File: config.mk
export PLATFORM = sky130hd
export DESIGN_NAME = prt_scaler_coef_ldr
export DESIGN_NICKNAME = d
export VERILOG_FILES = /design/src/rtl/prt_scaler_pkg.sv /design/src/rtl/prt_scaler_coef_ldr_if.sv /design/src/rtl/prt_scaler_coef_ldr_fifo.sv /design/src/rtl/prt_scaler_coef_ldr.sv
export SDC_FILE = /design/constraint.sdc
export NUM_CORES = 1
export LEC_CHECK = 0
export ABC_AREA = 1
export CORE_MARGIN = 4
export CORE_UTILIZATION = 57
export CTS_BUF_LIST = sky130_fd_sc_hd__clkbuf_16
export CTS_CLUSTER_DIAMETER = 40
export DETAILED_ROUTE_END_ITERATION = 8
export PLACE_DENSITY_LB_ADDON = 0.25
export SKIP_LAST_GASP = 1
export SLEW_MARGIN = 20
export SYNTH_ARGS = -nofsm -noshare
export SYNTH_HDL_FRONTEND = slang
export SYNTH_SLANG_ARGS = --single-unit
File: constraint.sdc
create_clock -name CLK_IN -period 2.87 [get_ports CLK_IN]
set_input_delay 0.287 -clock CLK_IN [delete_from_list [all_inputs] [get_ports CLK_IN]]
set_output_delay 0.287 -clock CLK_IN [all_outputs]
set_load 0.02 [all_outputs]
File: src/rtl/prt_scaler_pkg.sv
// Shared definitions for the scaler coefficient loader.
//   ldr_state_e : loader FSM states
//   FIFO_DEPTH  : coefficient FIFO depth; also the cap on outstanding reads
//   OCC_W       : width of a FIFO occupancy count (0..FIFO_DEPTH)
//   coef_cnt()  : number of coefficients N(mode) in a set, indices 1..N
package prt_scaler_pkg;

  typedef enum logic [1:0] {IDLE, RUN, DRAIN, DONE} ldr_state_e;

  localparam int FIFO_DEPTH = 4;
  localparam int OCC_W      = $clog2(FIFO_DEPTH) + 1;

  function automatic int coef_cnt(input int mode);
    case (mode)
      0:       return 17;
      1:       return 3;
      2:       return 11;
      default: return 76;
    endcase
  endfunction

endpackage

File: src/rtl/prt_scaler_coef_ldr_if.sv
// Coefficient stream: {idx, dat} beats under a vld/rdy handshake.
//   master : producer (drives vld, idx, dat; samples rdy)
//   slave  : consumer (samples vld, idx, dat; drives rdy)
interface prt_scaler_coef_ldr_if #(
  parameter int P_IDX = 7,
  parameter int P_DAT = 8
);
  logic             vld;
  logic             rdy;
  logic [P_IDX-1:0] idx;
  logic [P_DAT-1:0] dat;

  modport master (output vld, idx, dat, input rdy);
  modport slave  (input vld, idx, dat, output rdy);
endinterface

File: src/rtl/prt_scaler_coef_ldr_fifo.sv
// 4-entry FIFO holding {idx, dat} coefficient beats.
//   CLK_IN, RST_IN : clock, synchronous active-low reset (empties the FIFO)
//   wr_en, wr_dat  : push {idx, dat}; caller guarantees no push when full
//   rd             : stream head; a pop happens on rd.vld & rd.rdy
//   occ            : current occupancy
// The head is shown straight from storage, so a push is visible the next
// cycle and stays stable until popped. Head data reads as 0 when empty.
module prt_scaler_coef_ldr_fifo
  import prt_scaler_pkg::*;
#(
  parameter int P_IDX = 7,
  parameter int P_DAT = 8
) (
  input  logic                   CLK_IN,
  input  logic                   RST_IN,
  input  logic                   wr_en,
  input  logic [P_IDX+P_DAT-1:0] wr_dat,
  prt_scaler_coef_ldr_if.master  rd,
  output logic [OCC_W-1:0]       occ
);
  localparam int AW = $clog2(FIFO_DEPTH);

  logic [P_IDX+P_DAT-1:0] mem [FIFO_DEPTH];
  logic [AW-1:0]          wp, rp;
  logic [OCC_W-1:0]       cnt;
  logic                   pop;

  assign pop    = rd.vld & rd.rdy;
  assign rd.vld = (cnt != '0);
  assign {rd.idx, rd.dat} = rd.vld ? mem[rp] : '0;
  assign occ    = cnt;

  always_ff @(posedge CLK_IN) begin
    if (!RST_IN) begin
      wp  <= '0;
      rp  <= '0;
      cnt <= '0;
    end else begin
      if (wr_en) begin
        mem[wp] <= wr_dat;
        wp      <= wp + 1'b1;
      end
      if (pop) rp <= rp + 1'b1;
      case ({wr_en, pop})
        2'b10:   cnt <= cnt + 1'b1;
        2'b01:   cnt <= cnt - 1'b1;
        default: ;
      endcase
    end
  end
endmodule

File: src/rtl/prt_scaler_coef_ldr.sv
// Scaler coefficient loader: on START_IN, reads coefficients 1..N(mode)
// from an external ROM (2-cycle read latency) and streams them out.
//   CLK_IN, RST_IN         : clock, synchronous active-low reset
//   START_IN, MODE_IN      : load request and ratio select (IDLE only)
//   BUSY_OUT, DONE_OUT     : busy from acceptance through the done pulse
//   SEL_OUT, DAT_IN        : ROM address {mode, idx} and returned data
//   COEF_VLD_OUT/RDY_IN    : output stream handshake
//   COEF_IDX_OUT/DAT_OUT   : output beat
// Reads are only issued while outstanding reads plus FIFO contents stay
// within the FIFO depth, so returning ROM data always has a slot.
module prt_scaler_coef_ldr
  import prt_scaler_pkg::*;
#(
  parameter int P_MODE = 2,
  parameter int P_IDX  = 7,
  parameter int P_DAT  = 8
) (
  input  logic                    CLK_IN,
  input  logic                    RST_IN,
  input  logic                    START_IN,
  input  logic [P_MODE-1:0]       MODE_IN,
  output logic                    BUSY_OUT,
  output logic                    DONE_OUT,
  output logic [P_MODE+P_IDX-1:0] SEL_OUT,
  input  logic [P_DAT-1:0]        DAT_IN,
  output logic                    COEF_VLD_OUT,
  input  logic                    COEF_RDY_IN,
  output logic [P_IDX-1:0]        COEF_IDX_OUT,
  output logic [P_DAT-1:0]        COEF_DAT_OUT
);
  localparam int STAGES = 2;          // ROM read latency
  localparam int OW     = OCC_W + 1;

  ldr_state_e                  state;
  logic [P_MODE-1:0]           mode_q;
  logic [P_IDX-1:0]            idx_q, n_last, issue_idx;
  logic [P_MODE-1:0]           issue_mode;
  // [0] accompanies the SEL_OUT register, [STAGES] lines up with DAT_IN
  logic [STAGES:0]             vld_pipe;
  logic [STAGES:0][P_IDX-1:0]  idx_pipe;
  logic [OCC_W-1:0]            occ, inflight;
  logic [OW-1:0]               outstanding;
  logic                        pop, can_issue, issue;

  prt_scaler_coef_ldr_if #(.P_IDX(P_IDX), .P_DAT(P_DAT)) coef_if ();

  assign coef_if.rdy  = COEF_RDY_IN;
  assign COEF_VLD_OUT = coef_if.vld;
  assign COEF_IDX_OUT = coef_if.idx;
  assign COEF_DAT_OUT = coef_if.dat;
  assign pop          = coef_if.vld & COEF_RDY_IN;

  always_comb begin
    inflight = '0;
    for (int s = 0; s <= STAGES; s++) inflight += OCC_W'(vld_pipe[s]);
  end

  // Count after this edge if nothing new were issued; pop never exceeds occ.
  assign outstanding = OW'(inflight) + OW'(occ) - OW'(pop);
  assign can_issue   = outstanding < OW'(FIFO_DEPTH);
  assign n_last      = P_IDX'(coef_cnt(int'(mode_q)));

  // Index 1 goes out in the accepting cycle so the ROM address appears one
  // cycle after START_IN; RUN continues from index 2. Every N(mode) >= 2.
  assign issue      = (state == IDLE && START_IN) || (state == RUN && can_issue);
  assign issue_idx  = (state == IDLE) ? P_IDX'(1) : idx_q;
  assign issue_mode = (state == IDLE) ? MODE_IN : mode_q;

  always_ff @(posedge CLK_IN) begin
    if (!RST_IN) begin
      vld_pipe <= '0;
      idx_pipe <= '0;
    end else begin
      vld_pipe <= {vld_pipe[STAGES-1:0], issue};
      idx_pipe <= {idx_pipe[STAGES-1:0], issue_idx};
    end
  end

  always_ff @(posedge CLK_IN) begin
    if (!RST_IN) begin
      state    <= IDLE;
      mode_q   <= '0;
      idx_q    <= '0;
      SEL_OUT  <= '0;
      BUSY_OUT <= 1'b0;
      DONE_OUT <= 1'b0;
    end else begin
      DONE_OUT <= 1'b0;
      if (issue) SEL_OUT <= {issue_mode, issue_idx};
      unique case (state)
        IDLE: if (START_IN) begin
          mode_q   <= MODE_IN;
          idx_q    <= P_IDX'(2);
          BUSY_OUT <= 1'b1;
          state    <= RUN;
        end
        RUN: if (can_issue) begin
          if (idx_q == n_last) state <= DRAIN;
          else                 idx_q <= idx_q + 1'b1;
        end
        // Done once nothing is in flight and the FIFO empties this edge.
        DRAIN: if (inflight == '0 && occ == OCC_W'(pop)) begin
          DONE_OUT <= 1'b1;
          state    <= DONE;
        end
        DONE: begin
          BUSY_OUT <= 1'b0;
          state    <= IDLE;
        end
        default: state <= IDLE;
      endcase
    end
  end

  prt_scaler_coef_ldr_fifo #(.P_IDX(P_IDX), .P_DAT(P_DAT)) u_fifo (
    .CLK_IN (CLK_IN),
    .RST_IN (RST_IN),
    .wr_en  (vld_pipe[STAGES]),
    .wr_dat ({idx_pipe[STAGES], DAT_IN}),
    .rd     (coef_if),
    .occ    (occ)
  );
endmodule

# Word-level counts from Yosys, hierarchy flattened
# Memory sizes are Yosys's and may differ from the RTL's. A register that Yosys moved wholly into a read port is not among the register bits.
# Cells that the tools add are included.
[totals]
ramBits = 60
out_inout_bits = 27
n_memories = 1
in_bits = 14
ff_bits = 53
word_cells = 77
[memory_table]
columns = ["name", "words", "word_bits", "rd", "rd_ports_with_merged_regs", "write_ports", "line", "rtl"]
rows = [
  ["u_fifo.mem", 4, 15, 1, 1, 1, "prt_scaler_coef_ldr_fifo.sv:23", "logic [P_IDX+P_DAT-1:0] mem [FIFO_DEPTH];"],
]
[classes]
eq_ne = 14
reduce_logical = 16
mux = 22
n_lt_le_gt_ge = 1
n_bitwise = 1
addsub = 9
[ops]
columns = ["operator", "count"]
rows = [
  ["7-bit 2-to-1 mux", 4],
  ["7-bit one-hot mux with 3 select lines", 1],
  ["15-bit 2-to-1 mux", 1],
  ["2-bit 2-to-1 mux", 7],
  ["7-bit one-hot mux with 2 select lines", 1],
  ["2-bit == test, second input constant", 4],
  ["2-bit != test, second input constant", 4],
  ["2-bit one-hot mux with 4 select lines", 1],
  ["4-bit AND reduction", 2],
  ["7-bit by 1-bit adder with 7-bit output, second input constant", 1],
  ["7-bit == test", 1],
  ["2-bit by 1-bit == test with 1-bit output, second input constant", 3],
  ["3-bit one-hot mux with 2 select lines", 1],
  ["2-bit AND reduction", 3],
  ["2-bit nonzero test", 3],
  ["1-bit 2-to-1 mux", 5],
  ["2-bit by 1-bit adder with 2-bit output, second input constant", 2],
  ["3-bit by 3-bit adder with 4-bit output", 1],
  ["2-bit logical NOT", 2],
  ["4-bit by 3-bit < comparator with 1-bit output, second input constant", 1],
  ["4-bit by 1-bit subtractor with 4-bit output", 1],
  ["2-bit by 1-bit adder with 3-bit output", 1],
  ["3-bit by 1-bit adder with 3-bit output, second input constant", 1],
  ["3-bit by 1-bit == test with 1-bit output", 1],
  ["9 further kinds", 11],
]

# Depth between registers and ports, before layout
[logic_depth]
depth_word = 7
mapped_depth = 18

# Cells and area by module
# A second synthesis with hierarchy kept.
[hier_totals]
hier_cells = 532
area_unflattened_um2 = 4962.3
[by_module_without_submodules]
columns = ["module", "area_each_um2", "n_inst", "cells_each"]
rows = [
  ["prt_scaler_coef_ldr_fifo", 2820.2, 1, 244],
  ["prt_scaler_coef_ldr", 2142.1, 1, 288],
]

# Worst setup path before layout
# Ideal clock, no wire load.
[synth_path]
path_type = "register to register"
start = "register vld_pipe[0]"
end = "register idx_q[4]"
slack_ps = 653
stages_incl_launch_ff = 14
arrival_time_ps = 2085
setup_ps = 132
path_buffers = 0
synth_period_minus_slack_ps = 2217
path_cell_list = "dfxtp_1 > inv_1 > fa_1 > ha_1 > inv_1 > ha_1 > nand2_1 > nand2_1 > nand2_1 > nand2_2 > a21oi_4 > nand2_4 > nand2_1 > a21oi_2"
[synth_via]
elab_chain_len = 7
[synth_lines]
columns = ["item", "line", "rtl"]
rows = [
  ["start: declaration", "prt_scaler_coef_ldr.sv:39", "logic [STAGES:0] vld_pipe;"],
  ["start signal: assignment", "prt_scaler_coef_ldr.sv:74", "vld_pipe <= {vld_pipe[STAGES-1:0], issue};"],
  ["1-bit by 1-bit adder with 2-bit output", "prt_scaler_coef_ldr.sv:55", "for (int s = 0; s <= STAGES; s++) inflight += OCC_W'(vld_pipe[s]);"],
  ["2-bit by 1-bit adder with 3-bit output", "prt_scaler_coef_ldr.sv:55", ""],
  ["3-bit by 3-bit adder with 4-bit output", "prt_scaler_coef_ldr.sv:59", "assign outstanding = OW'(inflight) + OW'(occ) - OW'(pop);"],
  ["4-bit by 1-bit subtractor with 4-bit output", "prt_scaler_coef_ldr.sv:59", ""],
  ["4-bit by 3-bit < comparator with 1-bit output", "prt_scaler_coef_ldr.sv:60", "assign can_issue = outstanding < OW'(FIFO_DEPTH);"],
  ["2-bit != test (no source line)", "n/a", ""],
  ["4-bit AND reduction (no source line)", "n/a", ""],
  ["end signal: assignment", "prt_scaler_coef_ldr.sv:99", "else idx_q <= idx_q + 1'b1;"],
  ["end: declaration", "prt_scaler_coef_ldr.sv:36", "logic [P_IDX-1:0] idx_q, n_last, issue_idx;"],
]
# Every way passes these cells.
# A chain may end at the register's enable or synchronous reset.

# Worst setup path after layout
[layout_path]
start = "register u_fifo.cnt[1], in the netlist u_fifo.occ[1]"
end = "register SEL_OUT[2]"
[layout_via]
elab_chain_len = 6
elab_cells_between_ends = 7
[layout_lines]
columns = ["item", "line", "rtl"]
rows = [
  ["start: declaration", "prt_scaler_coef_ldr_fifo.sv:25", "logic [OCC_W-1:0] cnt;"],
  ["start signal: assignment", "prt_scaler_coef_ldr_fifo.sv:45", "2'b10: cnt <= cnt + 1'b1;"],
  ["start signal: assignment", "prt_scaler_coef_ldr_fifo.sv:46", "2'b01: cnt <= cnt - 1'b1;"],
  ["3-bit nonzero test", "prt_scaler_coef_ldr_fifo.sv:29", "assign rd.vld = (cnt != '0);"],
  ["1-bit bitwise AND", "prt_scaler_coef_ldr.sv:51", "assign pop = coef_if.vld & COEF_RDY_IN;"],
  ["via pop", "prt_scaler_coef_ldr.sv:43", "logic pop, can_issue, issue;"],
  ["4-bit by 1-bit subtractor with 4-bit output", "prt_scaler_coef_ldr.sv:59", ""],
  ["4-bit by 3-bit < comparator with 1-bit output", "prt_scaler_coef_ldr.sv:60", ""],
  ["1-bit logical AND", "prt_scaler_coef_ldr.sv:65", "assign issue = (state == IDLE && START_IN) || (state == RUN && can_issue);"],
  ["1-bit logical OR", "prt_scaler_coef_ldr.sv:65", ""],
  ["end signal: assignment", "prt_scaler_coef_ldr.sv:89", "if (issue) SEL_OUT <= {issue_mode, issue_idx};"],
  ["end: declaration", "prt_scaler_coef_ldr.sv:24", "output logic [P_MODE+P_IDX-1:0] SEL_OUT,"],
]
# The timed path passes the listed nets, and every way through them passes these cells.

==> impl_metrics.yaml <==
status:
  status: "completed"
drt:
  drtPass1Iterations: 4
  initialDrtViolationCount: 123
  dr_total_vias: 3507
  wirelength_um: 9224
  route.detailed.drc: 0
  wl_per_cell_um: 13.62
  vias_per_cell: 5.180
  ant_nets: 0
yosys:
  syn-num-nets: 542
  synth-seq-cells: 115
  synth_top_cells_by_area: "edfxtp_1 (38%), dfxtp_1 (23%), nor2_1 (7.7%)"
  netlist.area_leader.share_pct: 37.55
  syn-mean-instance-area_um2: 9.427
  synthArstFlopShare_pct: 0
  synthesis.area_mm2: 0.004798
  synth_top_area_cell: "edfxtp_1"
  synth_ff_type: "edfxtp_1"
  yosysSeqAreaShare_pct: 60.50
  ys_types: 29
  synthCells: 509
  yosys_warnings: 0
  synth_edf_count: 60
sta:
  post-route-min-period_ps: 2603
  rsz0062_at_grt: "false"
  period_share_pct: 90.68
  hold_ws_ps: 408.5
  setup_viol_count_final: 0
  slew_headroom_pct: 56.70
  finalSetupTns_ps: 0
  slew_viol_final: 0
  fmax_mhz: 384.2
  tightest_slew_ps: 648.8
  finClkSkew_ps: 8.242
  hold_viol_final: 0
critical_path:
  r2r-start: "u_fifo.occ[1]$_SDFFE_PN0P_"
  endpoint: "SEL_OUT[2]$_SDFFE_PN0P_"
  cp.arrival_ps: 2860
  worstPathRequired_ps: 3120
  r2r_slack_ps: 270
  crit_type: "flip-flop to flip-flop"
  crit_path_max_fanout: 16
  reg2reg_to: "SEL_OUT[2]$_SDFFE_PN0P_"
  critPathLaunch: "u_fifo.occ[1]$_SDFFE_PN0P_"
  start_kind: "flip-flop"
  rr_worst_depth: 17
  cp-end-kind: "flip-flop"
clocking:
  h-tree-depth: 4
  clkLatencyLatePin_ps: 410
  cts_hold_repair.buffers: 0
  tritoncts: "yes"
  cts.path.max_buffers: 2
  cts_made_buffers: 17
  clk_pin_slew_ps: 60
  postCtsResizedCells: 0
  clkSinkCount: 115
  cts_setup_buffers: 0
  clock-root-buffer: "clkbuf_16"
layout:
  multi_input_area_mm2: 0.001580
  diodes: 0
  fin_nets: 592
  fillers: 618
  final_common_cell: "nor2_1"
  layout_common_cells: "nor2_1 (99), nand2_1 (63), edfxtp_1 (60), inv_1 (58), dfxtp_1 (54)"
  layout-drive-gt1-share_pct: 10.14
  area_growth_pct: 22.92
  seqCellArea_mm2: 0.002904
run:
  cap_violations: 0
floorplan:
  std_cell_rows: 33
  fp.coreArea_mm2: 0.008217
  boundaryPins: 41
  dieArea_mm2: 0.009950
  initial_utilization_pct: 58.40
  die_w_um: 99.75
  fp.dieH_um: 99.75
pwr:
  p_leak_nw: 2.378
  finalPower_mw: 5.837
  power_density_mw_per_mm2: 989.7
  vdd_ir_drop_max_mv: 0.7035
global_route:
  grt_pass1_wl_um: 15590
  grt_max_degree: 31
  antenna_found_initial: 0
  grt-ovfl-total: 0
  grt_pass1_vias: 3504
  gr-usage-all-layers_pct: 20.11
place:
  place.gp.congestion: 0.8617
  dp_hpwl_um: 6175
  port_buffers: 40
min_path:
  min-delay-start: "idx_pipe[6]$_SDFF_PN0_"
  hp-class: "flip-flop to flip-flop"
-- logic make-up (layout without fill, tap and decap cells) --
group / after synthesis / count (layout) / synth area share [%]
AOI/OAI and AO/OA: 93 / 93 / 10.35
adders and majority gates: 19 / 19 / 5.267
buffers and inverters: 82 / 145 / 6.571
DFF: 115 / 115 / 60.50
and+or+nand+nor: 200 / 200 / 17.31
-- final cells by class --
type | instances | share of cell area [%]
sequential | 115 | 49.24
multi-input combinational | 312 | 26.79
timing repair buffer | 50 | 8.061
clock buffer | 17 | 7.213
inverter | 63 | 4.009
clock inverter | 15 | 2.461
tap | 105 | 2.227
-- sequential cells by signal, summed over array words and instances (netlist names), 3 cells and up, named ones only --
| signal | cells |
|---|---|
| idx_pipe | 21 |
| SEL_OUT | 9 |
| u_fifo.occ | 3 |
| vld_pipe | 3 |
| u_fifo.mem | 60 |
| idx_q | 7 |
-- how the worst min path moves through the flow --
stage | cells after the start | to
2_1_floorplan | 0 | u_fifo.mem[0][0]$_DFFE_PP_
3_3_place_gp | 2 | idx_pipe[9]$_SDFF_PN0_
3_5_place_dp | 2 | idx_pipe[13]$_SDFF_PN0_
4_1_cts | 2 | idx_pipe[13]$_SDFF_PN0_
5_1_grt | 2 | idx_pipe[9]$_SDFF_PN0_
6_report | 2 | idx_pipe[13]$_SDFF_PN0_
-- synthesized netlist by cell type, types with 6 or more instances --
master and instances:
ha_1 17, nor3_1 9, a21oi_1 41, nand2_1 63
o21ai_1 6, nand3_1 17, o21ai_0 40, edfxtp_1 60
dfxtp_1 55, nor2_1 99, clkbuf_1 13, inv_1 58
-- power breakdown --
part | leakage (nW) | switching, mW | internal (mW)
clock | 0.278 | 0.767 | 1.21
sequential | 0.984 | 0.127 | 1.87
combinational | 1.12 | 1.16 | 0.699
total | 2.38 | 2.06 | 3.78
-- metal layers --
metal | track usage, % | vias up | routed length [um]
met2 | 36.02 | 91 | 4876
met4 | 9.664 | 0 | 220
met5 | 0 | - | 0
met3 | 5.259 | 20 | 476
met1 | 21.97 | 1622 | 3651
li1 | - | 1774 | -
-- per-stage QoR --
step / utilization [%] / instances / area (um^2) / setup WS [ps]
after floorplan: - / 509 / 4798 / 653.3
after global placement: 64.82 / 645 / 5326 / 356.3
after detailed placement: 64.82 / 645 / 5326 / 272.5
after CTS: 71.77 / 677 / 5897 / 94.55
after global routing: 71.78 / 677 / 5898 / 20.25
final: 71.78 / 677 / 5898 / 267.4
-- worst max-delay path: stages (launching register included) --
cell      delay [ps]
dfxtp_1          320
nor2_1           100
inv_1             90
nor2_4           360
inv_1            100
nand2_1           90
inv_2             60
ha_1             170
inv_1             50
ha_1             230
nand2_1           70
nand2_1           40
nand2_1           90
nand3_1           80
nand2_1          110
clkinv_1         270
nand2_1          150
a21oi_1           70
Power figures use the tool's default switching activity.
